<file path="config.mk">
export PLATFORM = sky130hd
export DESIGN_NAME = jt89_wrq
export DESIGN_NICKNAME = d
export VERILOG_FILES = /design/src/rtl/jt89_pkg.sv /design/src/rtl/jt89_wrq_fifo.sv /design/src/rtl/jt89_wrq.sv
export SDC_FILE = /design/constraint.sdc
export NUM_CORES = 1
export LEC_CHECK = 0
export ABC_CLOCK_PERIOD_IN_PS = 2200
export BUFFER_PORTS_ARGS = -buffer_cell sky130_fd_sc_hd__buf_2
export CAP_MARGIN = 10
export CORE_MARGIN = 2
export CORE_UTILIZATION = 40
export CTS_CLUSTER_SIZE = 8
export DETAILED_ROUTE_END_ITERATION = 8
export SYNTH_ARGS = -nofsm -noshare
export SYNTH_HDL_FRONTEND = slang
export SYNTH_SLANG_ARGS = --single-unit
</file>
<file path="constraint.sdc">
create_clock -name clk -period 2.2 [get_ports clk]
set_input_delay 0.11 -clock clk [delete_from_list [all_inputs] [get_ports clk]]
set_output_delay 0.11 -clock clk [all_outputs]
set_load 0.02 [all_outputs]
</file>
<file path="src/rtl/jt89_pkg.sv">
// rtl/jt89_pkg.sv - shared types and constants for the jt89 write queue
package jt89_pkg;

  // Drain FSM states
  typedef enum logic [1:0] {
    ST_IDLE  = 2'd0,
    ST_ISSUE = 2'd1,
    ST_HOLD  = 2'd2
  } state_t;

  // Default number of clk_en ticks the PSG stays busy after a write
  localparam int WAIT_CEN_DEF = 32;

  // Width of the HOLD counter, wide enough for WAIT_CEN up to 255
  localparam int CNT_W = 8;

endpackage

</file>
<file path="src/rtl/jt89_wrq_fifo.sv">
// rtl/jt89_wrq_fifo.sv - byte queue with push/pop, full/empty and head output
module jt89_wrq_fifo #(
  parameter int DEPTH = 4,
  parameter int W     = 8
) (
  input  logic         clk,
  input  logic         rst,
  input  logic         push,
  input  logic         pop,
  input  logic [W-1:0] din,
  output logic [W-1:0] head,
  output logic         full,
  output logic         empty
);

  localparam int AW = $clog2(DEPTH);
  localparam logic [AW:0] FULL_CNT = (AW+1)'(DEPTH);

  logic [W-1:0]  mem [DEPTH];
  logic [AW-1:0] wr_ptr;
  logic [AW-1:0] rd_ptr;
  logic [AW:0]   count;
  logic          push_ok;
  logic          pop_ok;

  // A push is refused while full even if a pop frees a slot this cycle
  assign push_ok = push && !full;
  assign pop_ok  = pop && !empty;

  assign full  = (count == FULL_CNT);
  assign empty = (count == '0);
  assign head  = mem[rd_ptr];

  // Storage write at the tail; contents need no reset since count gates use
  always_ff @(posedge clk) begin
    if (push_ok) begin
      mem[wr_ptr] <= din;
    end
  end

  // Pointers wrap naturally because DEPTH is a power of two
  always_ff @(posedge clk) begin
    if (rst) begin
      wr_ptr <= '0;
      rd_ptr <= '0;
      count  <= '0;
    end else begin
      if (push_ok) begin
        wr_ptr <= wr_ptr + AW'(1);
      end
      if (pop_ok) begin
        rd_ptr <= rd_ptr + AW'(1);
      end
      case ({push_ok, pop_ok})
        2'b10:   count <= count + (AW+1)'(1);
        2'b01:   count <= count - (AW+1)'(1);
        default: count <= count;
      endcase
    end
  end

endmodule

</file>
<file path="src/rtl/jt89_wrq.sv">
// rtl/jt89_wrq.sv - CPU write queue draining into the PSG; JT89_WRQ_READY_EN selects READY-pin style cpu_ready
module jt89_wrq
  import jt89_pkg::*;
#(
  parameter int DEPTH    = 4,
  parameter int WAIT_CEN = WAIT_CEN_DEF
) (
  input  logic       clk,
  input  logic       rst,
  input  logic       clk_en,
  input  logic       cpu_we,
  input  logic [7:0] cpu_din,
  output logic       cpu_ready,
  output logic       psg_wr_n,
  output logic [7:0] psg_din,
  output logic       ovf
);

  state_t           state;
  logic [CNT_W-1:0] hold_cnt;
  logic [7:0]       head;
  logic             full;
  logic             empty;
  logic             pop;

  // The head leaves the queue on the clk_en cycle that ends the ISSUE phase
  assign pop = (state == ST_ISSUE) && clk_en;

  jt89_wrq_fifo #(
    .DEPTH (DEPTH),
    .W     (8)
  ) u_fifo (
    .clk   (clk),
    .rst   (rst),
    .push  (cpu_we),
    .pop   (pop),
    .din   (cpu_din),
    .head  (head),
    .full  (full),
    .empty (empty)
  );

  // Drain FSM: psg_wr_n/psg_din are registered so nothing from the CPU side leaks through
  always_ff @(posedge clk) begin
    if (rst) begin
      state    <= ST_IDLE;
      hold_cnt <= '0;
      psg_wr_n <= 1'b1;
      psg_din  <= 8'h00;
    end else begin
      case (state)
        ST_IDLE: begin
          if (!empty) begin
            state    <= ST_ISSUE;
            psg_wr_n <= 1'b0;
            psg_din  <= head;
          end
        end
        ST_ISSUE: begin
          if (clk_en) begin
            psg_wr_n <= 1'b1;
            if (WAIT_CEN == 0) begin
              state <= ST_IDLE;
            end else begin
              state    <= ST_HOLD;
              hold_cnt <= CNT_W'(WAIT_CEN);
            end
          end
        end
        ST_HOLD: begin
          if (clk_en) begin
            if (hold_cnt <= CNT_W'(1)) begin
              state    <= ST_IDLE;
              hold_cnt <= '0;
            end else begin
              hold_cnt <= hold_cnt - CNT_W'(1);
            end
          end
        end
        default: begin
          state    <= ST_IDLE;
          psg_wr_n <= 1'b1;
          hold_cnt <= '0;
        end
      endcase
    end
  end

  // Sticky overflow: any write attempted into a full queue
  always_ff @(posedge clk) begin
    if (rst) begin
      ovf <= 1'b0;
    end else if (cpu_we && full) begin
      ovf <= 1'b1;
    end
  end

`ifdef JT89_WRQ_READY_EN
  logic pushed_q;

  // Remember an accepted push so READY drops in the very next cycle
  always_ff @(posedge clk) begin
    if (rst) begin
      pushed_q <= 1'b0;
    end else begin
      pushed_q <= cpu_we && !full;
    end
  end

  assign cpu_ready = empty && (state == ST_IDLE) && !pushed_q;
`else
  assign cpu_ready = !full;
`endif

endmodule

</file>
## Word level (Yosys, flattened, before mapping)

Memory sizes are Yosys's and may differ from the RTL's. A register that Yosys moved wholly into a read port is not among the register bits.
Cells that the tools add are included.

| storage, ports and cells | value |
|---|---|
| bits in registers | 19 |
| memory bits (writable) | 32 |
| input port bits | 12 |
| output and inout bits | 11 |
| word-level logic and storage cells | 54 |
| memories kept | 1 |

Memories:

| memory | depth | width | rd ports | clocked after memory_dff | wr ports | RTL line | text |
|---|---|---|---|---|---|---|---|
| u_fifo.mem | 4 | 8 | 1 | 1 | 1 | jt89_wrq_fifo.sv:19 | `logic [W-1:0] mem [DEPTH];` |

| operators by class | value |
|---|---|
| $add $sub $neg | 5 |
| magnitude comparators | 1 |
| equality and inequality tests | 9 |
| mux-type cells | 15 |
| bitwise gates (word level) | 3 |
| reduce and logical (&&, ||, !) cells | 13 |

Operators by type and width:

| cell | number |
|---|---|
| 2-to-1 mux 8 bit | 3 |
| case mux 8 bit (3 select lines) | 1 |
| <= comparator 8 x 1 -> 1 bit (second input constant) | 1 |
| 2-to-1 mux 2 bit | 4 |
| != test 2 bit (second input constant) | 4 |
| subtractor 8 x 1 -> 8 bit (second input constant) | 1 |
| case mux 2 bit (3 select lines) | 1 |
| case mux 3 bit (2 select lines) | 1 |
| AND reduction 3 bit | 2 |
| adder 2 x 1 -> 2 bit (second input constant) | 2 |
| equality test 2 x 1 -> 1 bit (second input constant) | 2 |
| equality test 2 bit (second input constant) | 2 |
| logical AND 1 bit | 4 |
| 2-to-1 mux 1 bit | 4 |
| AND reduction 4 bit | 1 |
| adder 3 x 1 -> 3 bit (second input constant) | 1 |
| equality test 3 bit (second input constant) | 1 |
| zero test 3 bit | 1 |
| NOT 1 bit | 3 |
| case mux 1 bit (3 select lines) | 1 |
| subtractor 3 x 1 -> 3 bit (second input constant) | 1 |
| zero test 1 bit | 2 |
| zero test 2 bit | 1 |
| AND reduction 2 bit | 1 |
| nonzero test 2 bit | 1 |

## Longest topological paths before layout

Gate-level depths: netlist of run 1.

| logic depth | value |
|---|---|
| depth after elaboration | 5 |
| gate-level depth with buffers | 9 |
| mapped depth without buffers | 9 |

## Modules after synthesis

From an unflattened synthesis of run 1, not the netlist that was laid out.

| second synthesis, totals | value |
|---|---|
| cells, all modules | 206 |
| area total of the unflattened synthesis | 2616.3 µm² |

By module, submodules not included:

| module | times used | cells each | area each (µm²) |
|---|---|---|---|
| jt89_wrq_fifo | 1 | 96 | 1635.3 |
| jt89_wrq | 1 | 110 | 980.9 |

## Worst setup path before layout of run 1

Ideal clock, no wire load.

| path | value |
|---|---|
| path type | register to register |
| start | register u_fifo.count[2] |
| end | register u_fifo.count[2] |
| data arrival time | 2.227 ns |
| data required time | 2.130 ns |
| setup slack | -0.097 ns |
| stages on the path, launching flop included | 10 |
| path buffers | 0 |
| path through | dfxtp_1 -> or3b_4 -> and2_4 -> inv_2 -> ha_1 -> inv_1 -> fa_1 -> xor2_1 -> or3_1 -> a21oi_1 |

| between the ends | value |
|---|---|
| word-level cells in the longest chain between the ends | 5 |

RTL lines:

| element | RTL line | text |
|---|---|---|
| start: declaration | jt89_wrq_fifo.sv:22 | `logic [AW:0] count;` |
| start signal: assignment | jt89_wrq_fifo.sv:55 | `2'b10: count <= count + (AW+1)'(1);` |
| start signal: assignment | jt89_wrq_fifo.sv:56 | `2'b01: count <= count - (AW+1)'(1);` |
| start signal: assignment | jt89_wrq_fifo.sv:57 | `default: count <= count;` |
| equality test 3 bit * | jt89_wrq_fifo.sv:30 | `assign full = (count == FULL_CNT);` |
| zero test 1 bit * | -- |  |
| net cpu_ready | jt89_wrq.sv:13 | `output logic cpu_ready,` |
| logical AND 1 bit * | jt89_wrq_fifo.sv:27 | `assign push_ok = push && !full;` |
| equality test 2 x 1 -> 1 bit or equality test 2 bit (tied branches) | jt89_wrq_fifo.sv:54 | `case ({push_ok, pop_ok})` |
| case mux 3 bit (2 select lines) or nonzero test 2 bit (tied branches) | -- |  |

Mark *: on every way through the listed nets, which the timed path passes. The rest lies on a longest branch.
A chain may end at the register's enable or synchronous reset.

## Worst setup path in the final report of run 1

| path | value |
|---|---|
| start | register u_fifo.count[2] |
| end | register u_fifo.count[2] |

| between the ends | value |
|---|---|
| word-level cells in the longest chain between the ends | 5 |

RTL lines:

| element | RTL line |
|---|---|
| equality test 3 bit or zero test 3 bit (tied branches) | jt89_wrq_fifo.sv:30, jt89_wrq_fifo.sv:31 |
| zero test 1 bit, on equally long branches | jt89_wrq_fifo.sv:27, jt89_wrq_fifo.sv:28 |
| logical AND 1 bit, on equally long branches | jt89_wrq_fifo.sv:27, jt89_wrq_fifo.sv:28 |
| equality test 2 x 1 -> 1 bit or equality test 2 bit (tied branches) | jt89_wrq_fifo.sv:54 |
| case mux 3 bit (2 select lines) or nonzero test 2 bit (tied branches) | -- |

Parallel ways exist; a longest one is shown, timed or not.

==> key figures, run 1 <==
Synth
  – Post-Syn Nets: 231
  – Cells after synthesis: 207
  – Post-synth ARST share: 0%
  – Sequential share of the synthesized area: 57.83%
  – Synth Flop Type: edfxtp_1
  – Number of flops mapped to enable cells by yosys: 32
  – Synth warn: 0
  – Netlist Area Pre-Place: around 2600 um^2
  – Yosys cell types: 47
  – Seq cells post-synth: 59
  – Average size of a mapped cell: around 13 um^2

STA
  – Fin crit share: 94.67%
  – Worst-Margin Slew: roughly 0.52 ns
  – Pins Over Slew Limit: 0
  – Max Freq: roughly 480 MHz
  – RSZ-0062 raised after global routing: no
  – Setup Skew: 0.01054 ns
  – Setup Viol. Count Final: 0
  – WHS: between 0.1 and 0.15 ns
  – Fin crit period: between 2 and 2.5 ns
  – Worst rel slew slack: 65.11%
  – Setup TNS Final: 0 ns
  – Hold Fails Final Rpt: 0

Setup path
  – Critical Path AT: roughly 2.3 ns
  – Register-to-register setup slack: between 0.1 and 0.15 ns
  – Slowest library cell on the worst path: or3b_4
  – Crit-path cells: or3b_4, and2_4, inv_4, ha_4, inv_1, fa_2, xor2_1, or3_1, a21oi_1
  – Worst path max stage delay: ~0.37 ns
  – CP bufs+invs: 2
  – Total stage count of the critical path: 9
  – Crit path launch type: register
  – Setup CP Type: register to register
  – Maximum fanout along the worst path: 3
  – Worst flop-to-flop path endpoint: u_fifo.count[2]
  – Worst r2r src: u_fifo.count[2]
  – R2R cell count: 9
  – Required @ worst endpoint: between 2 and 2.5 ns
  – Crit-path leading delay family: simple AND/OR/NAND/NOR gates
  – CP endpoint kind: register

Floorplan
  – Full die area: approximately 7200 um^2
  – Core area: about 6300 um^2
  – Ports: 23
  – Initial core utilization: between 40% and 50%
  – Die W: 84.57 um
  – Rows: 29
  – Die height: between 80 and 90 um

Finish
  – Fin area: ~3200 um^2
  – Layout cells sized above 1: a little over a quarter
  – Utilization after layout: between 50% and 60%
  – Layout area overhead: 22.36%
  – Filler cells: roughly 600
  – Antenna Cells: 0
  – Nets: 271

Place
  – I/O Buffers: 22
  – GP Congestion: ~0.71
  – HPWL Detailed: around 3200 um
  – Placement Cell Area: 2830 um^2

Route
  – First-pass DRT Iterations: 4
  – Metal2 WL: around 2100 um
  – Total Wirelength: between 4000 and 5000 um
  – DRC viols: 0
  – Final antenna-violating net count: 0
  – DR vias/cell: around 5.0
  – Starting DRC count in detailed routing: 66
  – WL met3: between 200 and 250 um
  – Routed len/inst: ~14 um
  – DRT met1 WL: about 2200 um
  – Top Metal Used: met4
  – Vias after detailed routing: ~1700

Power
  – Power per cell area: 1179 nW/um^2
  – Net Sw Frac: 30.58%
  – Overall power: about 3.7 mW
  – Peak supply drop: around 640 uV
  – Leak pwr: roughly 1.2 nW
  – Internal: around 2.6 mW
  – Logic pwr share: between 20% and 30%
  – Clock Power Share: around a third
  – Seq pwr share: roughly two fifths
  – Sw Pwr: 1.145 mW

Min path
  – Hold Path Stages: 3
  – Hold Crit Start: cpu_we
  – Min-delay worst type: primary input to register
  – Worst Hold Path EP: ovf

GRT
  – Initial antenna violation count: 0
  – Vias in the first global route: 1598
  – Gr ovfl total: 0
  – Pin count of the biggest net entering global routing: 22
  – First-pass GRT wire length: approximately 7800 um
  – Gr usage total: 14.23%

Clocking
  – CTS H-tree depth: 3
  – Clk sinks: 59
  – Max Root-Sink Buffers: 2
  – Num CTS Buffers: 9
  – Root Buffer: clkbuf_8
  – Clk pin slew, worst setup/hold paths: ~0.060 ns
  – CTS tree: done
  – Clk_lat worst skew: between 0.3 and 0.4 ns

Flow run
  – Max Cap Viol: 0

Status
  – Outcome: completed
==> metrics by stage <==
step	instances	worst slack [ns]
3_3_place_gp	305	0.09358
5_1_grt	329	0.01737
2_1_floorplan	207	0.02433
6_report	329	0.1172
3_5_place_dp	305	0.07138
4_1_cts	329	0.06010
==> cell usage after synthesis, types with 2 or more instances <==
library cell / n / area share, %
or3_1: 2 / 0.48
and3_1: 4 / 0.96
a21oi_1: 12 / 2.3
edfxtp_1: 32 / 37
o21ai_0: 2 / 0.39
clkbuf_1: 3 / 0.43
nand4b_1: 2 / 0.67
dfxtp_1: 27 / 21
xnor2_1: 4 / 1.3
ha_1: 11 / 5.3
mux2i_1: 3 / 1.2
nand2_1: 25 / 3.6
nor3_1: 2 / 0.39
a31oi_1: 3 / 0.72
inv_1: 13 / 1.9
mux4_2: 8 / 6.9
xor2_1: 6 / 2.0
buf_1: 3 / 0.43
nand2b_1: 3 / 0.72
nor2_1: 15 / 2.2
==> sequential cells by signal (all words and copies together) (netlist names) <==
| signal | count |
|---|---|
| u_fifo.mem | 32 |
| state | 2 |
| u_fifo.count | 3 |
| ovf | 1 |
| u_fifo.wr_ptr | 2 |
| u_fifo.rd_ptr | 2 |
| psg_din | 8 |
| hold_cnt | 8 |
| psg_wr_n | 1 |
==> cell usage in the layout (no fill, tap or decap), drive strengths merged, types with 2 or more instances in the layout <==
cell	synthesis	final
clkbuf	3	11
nor2	15	15
mux4	8	8
o21ai	3	3
dlygate4sd3	0	8
nand2b	3	3
clkinv	0	2
dfxtp	27	27
edfxtp	32	32
nor3	3	3
nor4	2	2
ha	11	11
bufinv	0	3
nand3	2	2
nand4b	2	2
mux2i	3	3
inv	14	14
and3	4	4
nor4b	2	2
a21oi	12	12
a31oi	3	3
xor2	6	6
or3	2	2
xnor2	4	4
buf	4	28
nand2	25	25
==> per-layer routing <==
metal  global-route usage [%]  vias to the layer above
met5                        0                        -
met4                    8.947                        0
met3                    3.933                       11
met2                    20.62                       36
met1                    18.84                      780
li1                         -                      828
==> power groups by stage <==
stage	clock [mW]	sequential [mW]	combinational (mW)
4_1_cts	1.22	1.45	1.09
3_3_place_gp	0	1.47	1.06
5_1_grt	1.27	1.47	1.22
2_1_floorplan	0	1.51	0.798
3_5_place_dp	0	1.47	1.07
6_report	1.19	1.45	1.10
==> worst min-delay path: cells and delay by family <==
kind | cells | cell delay [ns]
and+or+nand+nor | 1 | 0.07
AOI/OAI and AO/OA | 1 | 0.12
buffers and inverters | 1 | 0.13
==> logic make-up (layout without fill, tap and decap cells) <==
kind of cell	count (synthesis)	in the layout	synth area share [%]
buf+inv	21	66	3.084
fa+ha+maj	12	12	6.072
flops	59	59	57.83
mux	11	11	8.096
compound gates	28	28	7.567
simple gates	66	66	13.98
xor+xnor	10	10	3.373
==> worst max-delay path by stage <==
stage	startpoint	end	slack, ns
after floorplan	u_fifo.count[2]	u_fifo.count[2]	0.02
after global placement	u_fifo.count[2]	u_fifo.count[2]	0.09
after detailed placement	state[1]	u_fifo.count[2]	0.07
after CTS	u_fifo.count[2]	u_fifo.count[2]	0.06
after global routing	u_fifo.count[2]	u_fifo.count[2]	0.02
final	u_fifo.count[2]	u_fifo.count[2]	0.12
==> area by class of cell <==
type	count	area, um^2	area share, %
Clock buffer	11	141.4	4.451
Clock inverter	5	100.1	3.151
Inverter	14	55.05	1.733
Multi-Input combinational cell	127	1042	32.81
Sequential cell	59	1506	47.42
Tap cell	77	96.34	3.033
Timing Repair Buffer	36	235.2	7.404
==> what timing repair did <==
action | CTS | global route
buffers inserted | 0 | 0
hold buffers | 8 | 0
endpoints found under the hold margin | 32 | 0
endpoints found under the setup margin | 0 | 1
gates resized for setup | 0 | 4
Power figures use the tool's default switching activity.
==> run 2: changes to the inputs <==
--- a/config.mk
+++ b/config.mk
@@ -5,6 +5,7 @@
 export SDC_FILE = /design/constraint.sdc
 export NUM_CORES = 1
 export LEC_CHECK = 0
+export ABC_AREA = 1
 export ABC_CLOCK_PERIOD_IN_PS = 2200
 export BUFFER_PORTS_ARGS = -buffer_cell sky130_fd_sc_hd__buf_2
 export CAP_MARGIN = 10
==> run 2 against run 1 <==
Setup slack better by 0.063 ns. Sequential share of layout area about the same. Sequential cell count unchanged. Clock skew down 0.0034 ns. Combinational power down 5%. Critical path depth up 2.
==> key figures, run 2 <==
GRT
  – Pin count of the biggest net entering global routing: 21
  – Gr ovfl total: 0
  – Initial antenna violation count: 0
  – Gr usage total: 15.51%
  – Vias in the first global route: approximately 1900
  – First-pass GRT wire length: between 8000 and 9000 um

Setup path
  – Maximum fanout along the worst path: 3
  – Critical Path AT: approximately 2.2 ns
  – CP bufs+invs: 2
  – Setup CP Type: register to register
  – Crit-path cells: inv_1, ha_4, nand2_1, nor2_2, ha_1, inv_1, fa_1, a21oi_1, o21ai_0, o21ai_1, a21oi_1
  – CP endpoint kind: register
  – Crit-path leading delay family: adder cells
  – Required @ worst endpoint: around 2.4 ns
  – Crit path launch type: register
  – Worst path max stage delay: about 0.38 ns
  – Worst r2r src: state[1]
  – Register-to-register setup slack: ~0.18 ns
  – Slowest library cell on the worst path: fa_1
  – Crit path launch: state[1]

Synth
  – Number of flops mapped to enable cells by yosys: 32
  – Netlist Area Pre-Place: between 2000 and 3000 um^2
  – Most instantiated library cell after synthesis: nor2_1
  – Synth warn: 0
  – Synth top area cells: edfxtp_1 (36%), dfxtp_1 (20%), nor2_1 (7.6%)
  – Cells after synthesis: 280
  – Synth Flop Type: edfxtp_1
  – Seq cells post-synth: 59
  – Sequential share of the synthesized area: between 50 and 60%
  – Post-synth top cells: nor2_1 (54), edfxtp_1 (32), inv_1 (31)
  – Average size of a mapped cell: ~9.5 um^2
  – Post-Syn Nets: about 300
  – Yosys top cell by area: edfxtp_1
  – Post-synth ARST share: 0%
  – Top-area cell type share of the netlist area: a little over a third
  – Yosys cell types: 30

Clocking
  – CTS tree: done
  – Max Root-Sink Buffers: 2
  – Clk_lat worst skew: between 0.3 and 0.4 ns
  – Clk pin slew, worst setup/hold paths: 0.07 ns
  – CTS H-tree depth: 3
  – Clk sinks: slightly below 60
  – Root Buffer: clkbuf_8
  – Num CTS Buffers: 9

STA
  – Setup Skew: between 0.007 and 0.008 ns
  – Pins Over Slew Limit: 0
  – Setup Viol. Count Final: 0
  – Hold Fails Final Rpt: 0
  – Setup TNS Final: 0 ns
  – Final setup margin: between 0.15 and 0.2 ns
  – Worst rel slew slack: between 50% and 60%
  – Worst-Margin Slew: 0.6842 ns
  – Max Freq: 495.2 MHz
  – Fin crit share: 91.79%
  – RSZ-0062 raised after global routing: no
  – Fin crit period: ~2.0 ns

Finish
  – Commonest cells after routing, fill and taps aside: nor2_1 (53), edfxtp_1 (32), inv_1 (31)
  – Layout cells sized above 1: around a fifth
  – Utilization after layout: ~50%
  – Layout area overhead: 18.91%
  – Most flop-heavy register: u_fifo.mem
  – Antenna Cells: 0
  – Fin area: 3163 um^2
  – Top Registers: u_fifo.mem x32, hold_cnt x8, psg_din x8
  – Most common cell after layout, fill and taps aside: nor2_1
  – Nets: about 350
  – Max reg flops: 32

Route
  – Total Wirelength: 5066 um
  – Routed len/inst: 12.54 um
  – Final antenna-violating net count: 0
  – First-pass DRT Iterations: 4
  – Starting DRC count in detailed routing: between 60 and 70
  – Vias after detailed routing: about 1900
  – DR vias/cell: approximately 4.7
  – DRC viols: 0

Place
  – Placement Cell Area: approximately 2900 um^2
  – HPWL Detailed: ~3300 um
  – Placement Setup Slack: approximately 0.14 ns
  – I/O Buffers: 22
  – GP Congestion: between 0.7 and 0.8

Status
  – Outcome: completed

Floorplan
  – Rows: 29
  – Die W: 85.55 um
  – Die height: 85.55 um
  – Initial core utilization: between 40% and 50%
  – Ports: 23
  – Full die area: about 7300 um^2
  – Core area: 6386 um^2

Power
  – Peak supply drop: 541.0 uV
  – Power per cell area: between 1000 and 1500 nW/um^2
  – Leak pwr: between 1 and 1.5 nW

Flow run
  – Max Cap Viol: 0

Min path
  – Min-delay worst type: primary input to register
  – Hold Crit Start: rst
-- run 2: power by group --
group | leakage (nW) | switching (mW) | total [mW] | internal [mW]
Combinational | 0.664 | 0.661 | 1.04 | 0.374
Sequential | 0.515 | 0.0983 | 1.41 | 1.32
Clock | 0.0937 | 0.431 | 0.960 | 0.529
Total | 1.27 | 1.19 | 3.41 | 2.22
-- run 2: final cells by class --
cell class,instances,area [um^2]
inverters,35,133.9
repair buffers,38,250.2
well taps,77,96.34
flip-flops and latches,59,1501
clock buffers,11,131.4
fillers,590,3223
clock inverters,5,63.81
multi-input cells,179,985.9
-- run 2: path summary, 6_finish.rpt --
path                           to  depth (start not counted)
setup / recovery  u_fifo.count[2]                         11
hold / removal                ovf                          2
setup reg to reg  u_fifo.count[2]                         11
hold reg to reg               ovf                          2
-- run 2: what timing repair did --
action	CTS	global route
hold buffers	8	0
setup buffers	0	0
setup endpoints to repair	0	1
endpoints found under the hold margin	32	0
gates resized for setup	0	4
-- run 2: metrics by stage --
stage | power (mW) | cells | hold slack [ns]
after floorplan | 2.202 | 280 | 0.1791
after global routing | 3.653 | 404 | 0.05118
after global placement | 2.440 | 380 | 0.3282
after CTS | 3.438 | 404 | 0.03030
after detailed placement | 2.458 | 380 | 0.3280
final | 3.409 | 404 | 0.05635
-- run 2: logic make-up after synthesis --
kind of cell / Yosys count / share of synthesized area [%]
AND/OR/NAND/NOR: 108 / 18.53
flip-flops: 59 / 56.44
AO/OA/AOI/OAI: 58 / 11.71
buffers and inverters: 42 / 7.055
adder cells (fa/ha/maj): 12 / 5.927
XOR/XNOR: 1 / 0.3293
-- run 2: per-layer routing --
metal	vias to the layer above	share of wire [%]	global-route usage, %
met5	-	0	0
met4	0	1.6	7.937
met3	6	3.9	4.909
met2	31	49	27.34
met1	832	45	16.65
li1	1020	-	-
==> run 3: changes to the inputs <==
--- a/config.mk
+++ b/config.mk
@@ -6,7 +6,7 @@
 export NUM_CORES = 1
 export LEC_CHECK = 0
 export ABC_AREA = 1
-export ABC_CLOCK_PERIOD_IN_PS = 2200
+export ABC_CLOCK_PERIOD_IN_PS = 1700
 export BUFFER_PORTS_ARGS = -buffer_cell sky130_fd_sc_hd__buf_2
 export CAP_MARGIN = 10
 export CORE_MARGIN = 2
==> constraint.sdc (replaced) <==
create_clock -name clk -period 1.7 [get_ports clk]
set_input_delay 0.085 -clock clk [delete_from_list [all_inputs] [get_ports clk]]
set_output_delay 0.085 -clock clk [all_outputs]
set_load 0.02 [all_outputs]
==> run 3 against run 2 <==
The flow now finishes with violations (negative setup slack). Global-route usage increased by 0.34 points. Sequential cell count unchanged. Critical path depth unchanged. First-iteration DRC count increased by 30%. Setup slack got worse by 0.18 ns. Wire length increased by 3.2%. Largest cell class unchanged. Highest routed layer unchanged.
==> key figures, run 3 (synthesis gave the netlist of run 2 again) <==
Status
  – Outcome: complete, but fails checks
  – Violated checks: negative setup slack

Floorplan
  – Core area: around 6400 um^2
  – Initial core utilization: 41.65%
  – Rows: 29
  – Die height: ~86 um
  – Full die area: approximately 7300 um^2
  – Ports: 23
  – Die W: 85.55 um

Power
  – Leak pwr: ~1.3 nW
  – Logic pwr share: between 30% and 40%
  – Clock Power Share: between 20% and 30%
  – Power per cell area: 1349 nW/um^2
  – Net Sw Frac: around 37%
  – Peak supply drop: approximately 760 uV
  – Seq pwr share: 41.5%
  – Internal: approximately 2.8 mW
  – Sw Pwr: between 1.5 and 2 mW
  – Overall power: roughly 4.4 mW

GRT
  – Gr ovfl total: 0
  – Gr usage total: ~16%
  – Vias in the first global route: 1893
  – Pin count of the biggest net entering global routing: 20
  – First-pass GRT wire length: between 8000 and 9000 um
  – Initial antenna violation count: 0

Route
  – First-pass DRT Iterations: 6
  – Total Wirelength: roughly 5200 um
  – Vias after detailed routing: roughly 2000
  – Starting DRC count in detailed routing: 86
  – Routed len/inst: about 13 um
  – Final antenna-violating net count: 0
  – DR vias/cell: between 4 and 5
  – DRC viols: 0

Setup path
  – Required @ worst endpoint: between 1.5 and 2 ns
  – CP endpoint kind: register
  – Crit path launch type: register
  – Critical Path AT: between 1.5 and 2 ns
  – Setup CP Type: register to register
  – Maximum fanout along the worst path: 3

Finish
  – Most flop-heavy register: u_fifo.mem
  – Nets: about 360
  – Layout area overhead: 23.52%
  – Max reg flops: 32
  – Top Registers: u_fifo.mem x32, hold_cnt x8, psg_din x8
  – Commonest cells after routing, fill and taps aside: nor2_1 (52), edfxtp_1 (32), inv_1 (29)
  – Antenna Cells: 0
  – Layout cells sized above 1: between 20% and 30%
  – Fin area: between 3000 and 4000 um^2
  – Most common cell after layout, fill and taps aside: nor2_1

Min path
  – Min-delay worst type: primary input to register

Place
  – Placement Cell Area: 2988 um^2
  – HPWL Detailed: about 3400 um
  – I/O Buffers: 22
  – GP Congestion: around 0.78

STA
  – Pins Over Slew Limit: 0
  – Worst rel slew slack: between 60 and 70%
  – Setup Viol. Count Final: 1
  – Max Freq: between 500 and 600 MHz
  – Fin crit period: around 1.7 ns
  – Fin crit share: 100.0%
  – Worst-Margin Slew: 0.4653 ns
  – Final setup margin: -0.00002043 ns
  – Hold Fails Final Rpt: 0
  – Setup Skew: 0.01376 ns
  – RSZ-0062 raised after global routing: yes

Clocking
  – CTS tree: done
  – Num CTS Buffers: 9
  – Max Root-Sink Buffers: 2
  – Clk_lat worst skew: ~0.34 ns
  – Clk pin slew, worst setup/hold paths: 0.07 ns
  – Root Buffer: clkbuf_8
  – Clk sinks: slightly below 60
  – CTS H-tree depth: 3

Flow run
  – Max Cap Viol: 0
==> run 3: metal layers <==
layer	track usage (%)	wire, um
met4	6.205	61
met3	5.871	257
met1	18.87	2351
met5	0	0
met2	26.14	2558
==> run 3: cell type report <==
cell class | count | area (um^2)
clock inverter | 7 | 52.55
multi-input combinational | 179 | 1039
clock buffer | 9 | 123.9
sequential | 59 | 1505
tap | 77 | 96.34
inverter | 35 | 136.4
timing repair buffer | 47 | 332.8
fill | 576 | 3100
==> run 3: metrics by stage <==
stage	TNS, ns	setup WS (ns)	hold slack, ns	util, %	std cells
floorplan	0	0.005088	0.1500	-	280
global placement	0	0.04915	0.2972	46.79	387
global route	-0.1897	-0.1256	0.03533	51.45	413
CTS	0	0.004055	0.01551	51.04	412
detailed placement	0	0.01157	0.3004	46.79	387
finish	-0.00002043	-0.00002043	0.03958	51.45	413
==> run 3: what timing repair did <==
| item | in CTS | in global routing |
|---|---|---|
| endpoints found under the hold margin | 36 | 0 |
| hold buffers | 9 | 0 |
| setup endpoints to repair | 1 | 2 |
| buffers inserted | 0 | 1 |
| resized for setup | 2 | 4 |
| pin swaps | 0 | 1 |
==> run 3: power groups by stage <==
stage	Sequential, mW	Clock, mW	Combinational [mW]
6_report	1.84	1.13	1.46
2_1_floorplan	1.94	0	0.952
3_5_place_dp	1.86	0	1.43
3_3_place_gp	1.86	0	1.42
4_1_cts	1.83	1.17	1.46
5_1_grt	1.86	1.22	1.67
==> run 3: final timing paths <==
kind,cells past startpoint,start,slack (ns),to
setup / recovery,11,state[1],-0.00002,u_fifo.count[2]
hold / removal,3,cpu_we,0.04,ovf
hold reg to reg,2,ovf,0.45,ovf
setup reg to reg,11,state[1],-0.00002,u_fifo.count[2]
==> run 3: worst max-delay path, cell delays in order, from the launching register on <==
cell and delay (ns):
dfxtp_2 0.32, inv_2 0.07, ha_4 0.14, nand2_4 0.05
nor2_4 0.10, ha_4 0.15, inv_4 0.04, fa_2 0.34
a21oi_2 0.11, o21ai_1 0.08, o21ai_1 0.12, a21oi_1 0.05
